### src/rtl/uart_rx_packer.sv
// UART receiver (8N1, or 8E1 when RX_PARITY_EN is defined) that packs two bytes into a 16-bit word
// with a valid/ready handshake. The first byte lands in [7:0] and the second in [15:8].
module uart_rx_packer #(
    parameter int unsigned CLKS_PER_BIT = 87
) (
    input  logic        CLK,
    input  logic        RESET,
    input  logic        RXD,
    output logic [15:0] WORD_DATA,
    output logic        WORD_VALID,
    input  logic        WORD_READY,
    output logic        FRAME_ERR,
    output logic        OVERRUN,
    output logic        BUSY
);

    localparam int unsigned CntW = 12;
    localparam logic [CntW-1:0] HalfBit = CntW'(CLKS_PER_BIT / 2);
    localparam logic [CntW-1:0] LastCnt = CntW'(CLKS_PER_BIT - 1);

`ifdef RX_PARITY_EN
    typedef enum logic [2:0] {StIdle, StStart, StData, StParity, StStop} state_e;
`else
    typedef enum logic [2:0] {StIdle, StStart, StData, StStop} state_e;
`endif

    state_e state_q, state_d;

    logic            rxd_meta_q, rxd_sync_q, rxd_prev_q;
    logic [CntW-1:0] cnt_q, cnt_d;
    logic [2:0]      bit_idx_q, bit_idx_d;
    logic [7:0]      shift_q, shift_d;
    logic            phase_q, phase_d;
    logic [7:0]      low_q, low_d;
    logic [15:0]     word_data_q, word_data_d;
    logic            word_valid_q, word_valid_d;
    logic            frame_err_q, frame_err_d;
    logic            overrun_q, overrun_d;

    logic fall_edge;
    logic sample_tick;
    logic byte_ok;
    logic byte_err;
    logic handshake;

`ifdef RX_PARITY_EN
    logic parity_bad_q, parity_bad_d;
`endif

    // Falling edge is seen only on the synchronized line, one flop behind it.
    assign fall_edge   = rxd_prev_q & ~rxd_sync_q;
    assign sample_tick = (state_q == StStart) ? (cnt_q == HalfBit) : (cnt_q == LastCnt);
    assign handshake   = word_valid_q & WORD_READY;

    // State register.
    always_ff @(posedge CLK) begin
        if (RESET) begin
            state_q <= StIdle;
        end else begin
            state_q <= state_d;
        end
    end

    // Next-state logic.
    always_comb begin
        state_d = state_q;
        case (state_q)
            StIdle: begin
                if (fall_edge) state_d = StStart;
            end
            StStart: begin
                if (sample_tick) state_d = rxd_sync_q ? StIdle : StData;
            end
            StData: begin
                if (sample_tick && (bit_idx_q == 3'd7)) begin
`ifdef RX_PARITY_EN
                    state_d = StParity;
`else
                    state_d = StStop;
`endif
                end
            end
`ifdef RX_PARITY_EN
            StParity: begin
                if (sample_tick) state_d = StStop;
            end
`endif
            StStop: begin
                if (sample_tick) state_d = StIdle;
            end
            default: state_d = StIdle;
        endcase
    end

    // Receiver datapath and byte-level outputs.
    always_comb begin
        cnt_d       = cnt_q;
        bit_idx_d   = bit_idx_q;
        shift_d     = shift_q;
        byte_ok     = 1'b0;
        byte_err    = 1'b0;
`ifdef RX_PARITY_EN
        parity_bad_d = parity_bad_q;
`endif
        if (state_q == StIdle) begin
            cnt_d     = '0;
            bit_idx_d = '0;
        end else if (sample_tick) begin
            cnt_d = '0;
        end else begin
            cnt_d = cnt_q + CntW'(1);
        end

        case (state_q)
            StStart: begin
`ifdef RX_PARITY_EN
                parity_bad_d = 1'b0;
`endif
            end
            StData: begin
                if (sample_tick) begin
                    shift_d   = {rxd_sync_q, shift_q[7:1]};
                    bit_idx_d = bit_idx_q + 3'd1;
                end
            end
`ifdef RX_PARITY_EN
            StParity: begin
                if (sample_tick && ((^shift_q) != rxd_sync_q)) begin
                    parity_bad_d = 1'b1;
                    byte_err     = 1'b1;
                end
            end
            StStop: begin
                if (sample_tick) begin
                    byte_ok  = rxd_sync_q & ~parity_bad_q;
                    byte_err = ~rxd_sync_q;
                end
            end
`else
            StStop: begin
                if (sample_tick) begin
                    byte_ok  = rxd_sync_q;
                    byte_err = ~rxd_sync_q;
                end
            end
`endif
            default: ;
        endcase
        frame_err_d = byte_err;
    end

    // Packer and word handshake; a word finishing during a handshake replaces the old one.
    always_comb begin
        phase_d      = phase_q;
        low_d        = low_q;
        word_data_d  = word_data_q;
        word_valid_d = word_valid_q;
        overrun_d    = 1'b0;
        if (handshake) word_valid_d = 1'b0;
        if (byte_err) begin
            phase_d = 1'b0;
        end else if (byte_ok) begin
            if (!phase_q) begin
                low_d   = shift_q;
                phase_d = 1'b1;
            end else begin
                phase_d = 1'b0;
                if (!word_valid_q || handshake) begin
                    word_data_d  = {shift_q, low_q};
                    word_valid_d = 1'b1;
                end else begin
                    overrun_d = 1'b1;
                end
            end
        end
    end

    always_ff @(posedge CLK) begin
        if (RESET) begin
            rxd_meta_q   <= 1'b1;
            rxd_sync_q   <= 1'b1;
            rxd_prev_q   <= 1'b1;
            cnt_q        <= '0;
            bit_idx_q    <= '0;
            shift_q      <= '0;
            phase_q      <= 1'b0;
            low_q        <= '0;
            word_data_q  <= '0;
            word_valid_q <= 1'b0;
            frame_err_q  <= 1'b0;
            overrun_q    <= 1'b0;
`ifdef RX_PARITY_EN
            parity_bad_q <= 1'b0;
`endif
        end else begin
            rxd_meta_q   <= RXD;
            rxd_sync_q   <= rxd_meta_q;
            rxd_prev_q   <= rxd_sync_q;
            cnt_q        <= cnt_d;
            bit_idx_q    <= bit_idx_d;
            shift_q      <= shift_d;
            phase_q      <= phase_d;
            low_q        <= low_d;
            word_data_q  <= word_data_d;
            word_valid_q <= word_valid_d;
            frame_err_q  <= frame_err_d;
            overrun_q    <= overrun_d;
`ifdef RX_PARITY_EN
            parity_bad_q <= parity_bad_d;
`endif
        end
    end

    // Output logic.
    always_comb begin
        WORD_DATA  = word_data_q;
        WORD_VALID = word_valid_q;
        FRAME_ERR  = frame_err_q;
        OVERRUN    = overrun_q;
        BUSY       = (state_q != StIdle);
    end

endmodule

### config.mk
export PLATFORM = sky130hd
export DESIGN_NAME = uart_rx_packer
export DESIGN_NICKNAME = d
export VERILOG_FILES = /design/src/rtl/uart_rx_packer.sv
export SDC_FILE = /design/constraint.sdc
export NUM_CORES = 1
export LEC_CHECK = 0
export CORE_MARGIN = 4
export CORE_UTILIZATION = 39
export DETAILED_ROUTE_END_ITERATION = 10
export GPL_ROUTABILITY_DRIVEN = 1
export PLACE_DENSITY = 0.64
export SYNTH_ARGS = -nofsm -noshare
export SYNTH_HDL_FRONTEND = slang
export SYNTH_SLANG_ARGS = --single-unit
export TNS_END_PERCENT = 100
### constraint.sdc
create_clock -name CLK -period 2.91 [get_ports CLK]
set_input_delay 0.291 -clock CLK [delete_from_list [all_inputs] [get_ports CLK]]
set_output_delay 0.291 -clock CLK [all_outputs]
set_load 0.05 [all_outputs]
==> results by group, run 1 <==
Worst setup path
  • Crit path to: WORD_DATA[4]
  • Launch point of the worst path: cnt_q[2]
  • Arr. time, crit path: 2.34 ns
  • Worst R2R End: WORD_DATA[4]
  • Max FO, Critical Path: 19
  • Crit path launch type: flop
  • Setup CP Type: reg -> reg
  • FF-to-FF Start: cnt_q[2]
  • R2R depth: 5
  • Required time of the critical path: 3.11 ns
  • Reg-to-reg slack, setup: 0.76 ns
  • Worst setup EP type: flop

Clock tree
  • Clk_lat worst skew: 0.31 ns
  • CTS tree: yes
  • Cts hold-fix bufs: 0
  • Root Driver: clkbuf_8
  • H-tree levels: 2
  • Post-CTS resize count: 0
  • Clock Tree Buf Depth: 2
  • CTS buffer count: 5
  • Worst-path clk slew: 0.10 ns
  • CTS Sinks: 56
  • Postcts setup bufs: 0

Die
  • Die W: 84.83 um
  • Die height: 84.83 um
  • Rows: 27
  • # IOs: 24
  • CORE AREA: 5608 um2
  • DIE AREA: 7196 um2
  • Starting Density: 41.05%

Timing
  • Worst hold margin: 0.4209 ns
  • Final Max Slew Viols: 0
  • Worst Tran Pin Value: 0.4963 ns
  • Worst setup margin: 0.7650 ns
  • Fin. Hold Viols: 0
  • Endpoints failing setup: 0
  • RSZ-0062 raised after global routing: false
  • Fin Clk Skew: 0.007592 ns
  • Fmax: 466.2 MHz
  • TNS Setup: 0 ns
  • Fin crit share: 73.71%
  • Rel. slew slack: 66.81%
  • Tmin final: 2.145 ns

Placement
  • Post-DP HPWL: 2743 um
  • GP Congestion: 0.7489
  • Pre-CTS setup slack: 0.7618 ns
  • Port bufs: 23

Synth
  • Library cells used by synthesis: 38
  • Post-synthesis area per instance: 9.553 um2
  • Seq/Total Area, Yosys: 48.70%
  • Primary FF master, synth: dfxtp_1
  • Syn nets: 248
  • Post-synth EDFFs: 0
  • Syn. warnings: 0
  • Post-synth ARST share: 0%
  • Mapped Cells: 241
  • Mapped cell area: 2302 um2
  • Synth Register Bits: 56

Global route
  • Initial antenna violation count: 0
  • Largest net degree at the start of global routing: 36
  • Number of global-route vias before repair: 1607
  • GRT Total Usage: 11.52%
  • Grt total ovfl: 0
  • First-pass GRT wire length: 6927 um

Run status
  • Status: finished clean

Detailed routing
  • DR vias: 1676
  • Vias/cell: 5.018
  • DRC violations left: 0
  • Per-cell routed wire length: 11.77 um
  • Total Wirelength: 3932 um
  • Starting DRC count in detailed routing: 90
  • Antenna viol nets, final: 0
  • Drt first pass iters: 4

Finish
  • Inserted Diodes: 0
  • Most frequent cells in the layout: 56 x dfxtp_1, 38 x nand2_1, 24 x mux2i_1
  • Syn-to-layout area delta: 15.87%
  • Leading cell type in the layout, fill and taps excluded: dfxtp_1
  • Fin nets: 268
  • Layout cell share with drive strength beyond 1: 9.542%

Pwr
  • Pwr/cell area: 461.3 nW/um2
  • Tot Pwr: 1.231 mW
  • Leak: 0.9798 nW
  • VDD IR max: 0.3017 mV

Min path
  • Hold WC Path Type: reg -> reg

Run
  • Max Cap Viol: 0
## area by class of cell
type | count | area (um2)
fill | 559 | 2940
sequential | 56 | 1121
multi-input combinational | 168 | 1091
timing repair buffer | 28 | 267.8
tap | 72 | 90.09
clock buffer | 5 | 68.82
clock inverter | 3 | 21.27
inverter | 2 | 7.507
## critical path, cell delays in order, from the launching register on
cell and delay [ns]:
dfxtp_1 0.51, and4b_1 0.31, nand4_4 0.24, or4b_1 0.58
buf_4 0.24, mux2i_1 0.15
## cell usage after synthesis (3+ instances only)
cell / count / share of area (%)
mux2i_1: 24 / 10
nand4_1: 3 / 0.82
clkbuf_1: 12 / 2.0
nor3_1: 4 / 0.87
o21ai_0: 9 / 2.0
or2_2: 4 / 1.1
nor2_1: 13 / 2.1
dfxtp_1: 56 / 49
nand2_1: 38 / 6.2
o211ai_1: 4 / 1.3
ha_1: 3 / 1.6
a21oi_1: 14 / 3.0
xor2_1: 9 / 3.4
or3_1: 3 / 0.82
nand3_1: 15 / 3.3
## worst min-delay path by stage
stage | from | cells past startpoint | end
CTS | rxd_meta_q | 1 | rxd_sync_q
global route | rxd_meta_q | 1 | rxd_sync_q
floorplan | rxd_meta_q | 1 | rxd_sync_q
global placement | rxd_meta_q | 1 | rxd_sync_q
finish | rxd_meta_q | 1 | rxd_sync_q
detailed placement | rxd_meta_q | 1 | rxd_sync_q
## where the power goes
part	switching (mW)	internal [mW]
registers	0.00262	0.769
logic	0.0194	0.0118
clock network	0.257	0.171
## per-stage QoR
step / cell area (um2) / utilization (%) / instances
floorplan: 2302 / - / 241
global placement: 2577 / 45.96 / 326
detailed placement: 2577 / 45.96 / 326
CTS: 2668 / 47.57 / 334
global route: 2668 / 47.57 / 334
finish: 2668 / 47.57 / 334
## state kept, by name (all words and copies together), names as in the netlist, 2 cells and up
name       cells
WORD_DATA     16
bit_idx_q      3
cnt_q         12
low_q          8
shift_q        8
state_q        2
## metal layers
| layer | GRT usage, % | vias to the layer above | part of all wire (%) |
|---|---|---|---|
| li1 | - | 880 | - |
| met1 | 14.28 | 762 | 49 |
| met4 | 4.748 | 0 | 1.8 |
| met5 | 0 | - | 0 |
| met2 | 19.29 | 27 | 45 |
| met3 | 2.621 | 7 | 4.4 |
## kinds of logic (layout without fill, tap and decap cells)
group | Yosys count | after routing | synth area share [%]
simple gates | 98 | 98 | 22.23
flops | 56 | 56 | 48.70
compound gates | 31 | 31 | 8.315
mux | 26 | 26 | 11.41
buf+inv | 17 | 38 | 3.912
xor+xnor | 10 | 10 | 3.805
fa+ha+maj | 3 | 3 | 1.631
Note: power is estimated with default switching activity, not from simulation.
==> run 2: changes to the inputs <==
==> constraint.sdc (replaced) <==
create_clock -name CLK -period 2.17 [get_ports CLK]
set_input_delay 0.217 -clock CLK [delete_from_list [all_inputs] [get_ports CLK]]
set_output_delay 0.217 -clock CLK [all_outputs]
set_load 0.05 [all_outputs]
==> run 2 against run 1 <==
  * Non-clock buffer count is 2 higher
  * Via count is 0.12% lower
  * Power is 35% higher
  * Fmax is 9.7% higher
  * Final cell count is 0.60% higher
  * Register-to-register slack worse by 0.55 ns
  * Die area stayed put
  * Critical path depth stayed put
  * Largest cell class unchanged
  * Largest power group unchanged
==> results by group, run 2 (synthesized netlist as in run 1, its figures left out) <==
Run status
  • Status: finished clean

Worst setup path
  • Crit path launch type: flop
  • Setup CP Type: reg -> reg
  • CP max stage cell: or4b_1
  • Arr. time, crit path: 2.16 ns (-0.18 ns)
  • CP max stage delay: 0.53 ns (-0.05 ns)
  • Critical-path cell list: and4b_1 > nand4_4 > or4b_1 > buf_4 > mux2i_1
  • CP Buf/Inv Count: 1 (unchanged)
  • Delay-heaviest family, CP: simple AND/OR/NAND/NOR gates
  • Worst setup EP type: flop
  • Required time of the critical path: 2.38 ns (-0.73 ns)
  • Max FO, Critical Path: 16 (-3)

Timing
  • TNS Setup: 0 ns (unchanged)
  • Endpoints failing setup: 0 (unchanged)
  • Fin. Hold Viols: 0 (unchanged)
  • Worst Tran Pin Value: 0.5117 ns (+0.01536 ns)
  • Worst hold margin: 0.4192 ns (-0.001699 ns)
  • Rel. slew slack: 65.83% (-0.98 points)
  • Tmin final: 1.956 ns (-0.1890 ns)
  • RSZ-0062 raised after global routing: false
  • Fin Clk Skew: 0.004046 ns (-0.003546 ns)
  • Worst setup margin: 0.2139 ns (-0.5510 ns)
  • Fmax: 511.2 MHz (+9.7%)
  • Fin crit share: 90.14% (+16 points)
  • Final Max Slew Viols: 0 (unchanged)

Die
  • # IOs: 24 (unchanged)
  • DIE AREA: 7196 um2 (unchanged)
  • CORE AREA: 5608 um2 (unchanged)
  • Die height: 84.83 um (unchanged)
  • Rows: 27 (unchanged)
  • Starting Density: 41.05% (unchanged)
  • Die W: 84.83 um (unchanged)

Clock tree
  • CTS Sinks: 56 (unchanged)
  • CTS tree: yes
  • Cts hold-fix bufs: 0 (unchanged)
  • CTS buffer count: 5 (unchanged)
  • H-tree levels: 2 (unchanged)
  • Clk_lat worst skew: 0.32 ns (about the same)
  • Clock Tree Buf Depth: 2 (unchanged)
  • Root Driver: clkbuf_8
  • Postcts setup bufs: 0 (unchanged)
  • Worst-path clk slew: 0.10 ns (about the same)
  • Post-CTS resize count: 0 (unchanged)

Detailed routing
  • DRC violations left: 0 (unchanged)
  • Antenna viol nets, final: 0 (unchanged)
  • DR vias: 1674 (-0.12%)
  • Drt first pass iters: 4 (unchanged)
  • Per-cell routed wire length: 12.11 um (+2.8%)
  • Total Wirelength: 4068 um (+3.5%)
  • Starting DRC count in detailed routing: 78 (-13%)
  • Vias/cell: 4.982 (-0.71%)

Finish
  • Fin nets: 270 (+0.75%)
  • Inserted Diodes: 0 (unchanged)
  • Max FFs per register: 16 (unchanged)
  • Leading cell type in the layout, fill and taps excluded: dfxtp_1
  • Final Instance Count excl. Fillers: 336 (+0.60%)
  • Most frequent cells in the layout: 56 x dfxtp_1, 38 x nand2_1, 24 x mux2i_1
  • Final core utilization: 47.90% (+0.33 points)
  • Syn-to-layout area delta: 16.68%
  • Layout cell share with drive strength beyond 1: 10.23% (+0.69 points)

Pwr
  • Switch share: 22.89% (+0.23 points)
  • P_sw: 0.3794 mW (+36%)
  • Combinational share of power: 2.6% (about the same)
  • Seq pwr share: 62.4% (-0.3 points)
  • Power Internal: 1.278 mW (+34%)
  • Clock network power share: 35.0% (+0.2 points)
  • VDD IR max: 0.3596 mV (+19%)
  • Leak: 1.010 nW (+3.1%)
  • Pwr/cell area: 617.2 nW/um2 (+34%)

Global route
  • First-pass GRT wire length: 7245 um (+4.6%)
  • GRT Total Usage: 12.10% (+0.58 points)
  • Number of global-route vias before repair: 1621 (+0.87%)
  • Initial antenna violation count: 0 (unchanged)
  • Grt total ovfl: 0 (unchanged)
  • Largest net degree at the start of global routing: 29 (-19%)

Placement
  • GP Congestion: 0.7689 (+2.7%)
  • Post-DP HPWL: 2808 um (+2.4%)
  • Port bufs: 23 (unchanged)
  • Placed insts: 328 (+0.61%)
  • Pre-CTS setup slack: 0.2015 ns (-0.5604 ns)

Run
  • Max Cap Viol: 0 (unchanged)

Min path
  • Hold WC Path Type: reg -> reg
[run 2: power groups by stage]
| stage | clock network (mW) | registers (mW) | logic [mW] |
|---|---|---|---|
| finish | 0.581 | 1.03 | 0.0428 |
| CTS | 0.610 | 1.03 | 0.0432 |
| global placement | 0 | 1.06 | 0.0433 |
| floorplan | 0 | 1.06 | 0.0281 |
| detailed placement | 0 | 1.06 | 0.0431 |
| global route | 0.641 | 1.04 | 0.0475 |
[run 2: stage by stage]
step | area, um2 | power [mW]
final | 2686 | 1.658
after global routing | 2686 | 1.724
after CTS | 2684 | 1.688
after detailed placement | 2592 | 1.101
after global placement | 2592 | 1.102
after floorplan | 2302 | 1.085
[run 2: final timing paths]
path,from,to,slack (ns),depth (start not counted)
setup / recovery,cnt_q[2],WORD_DATA[2],0.21,5
hold / removal,rxd_meta_q,rxd_sync_q,0.42,1
setup reg to reg,cnt_q[2],WORD_DATA[2],0.21,5
hold reg to reg,rxd_meta_q,rxd_sync_q,0.42,1
[run 2: layout make-up]
| type | count | area [um2] |
|---|---|---|
| timing repair buffer | 30 | 285.3 |
| tap | 72 | 90.09 |
| clock inverter | 3 | 22.52 |
| inverter | 2 | 7.507 |
| fill | 571 | 2922 |
| sequential | 56 | 1121 |
| clock buffer | 5 | 68.82 |
| multi-input combinational | 168 | 1091 |
[run 2: routing by layer]
| layer | track usage, % | vias to the layer above | share of wire, % |
|---|---|---|---|
| li1 | - | 880 | - |
| met2 | 19.43 | 28 | 45 |
| met3 | 2.913 | 7 | 4.5 |
| met5 | 0 | - | 0 |
| met4 | 5.180 | 0 | 1.5 |
| met1 | 15.53 | 759 | 49 |
[run 2: worst reg2reg max path, stage by stage (launching register included)]
cell     delay [ns]
dfxtp_1        0.51
and4b_1        0.31
nand4_4        0.10
or4b_1         0.54
buf_4          0.24
mux2i_1        0.16
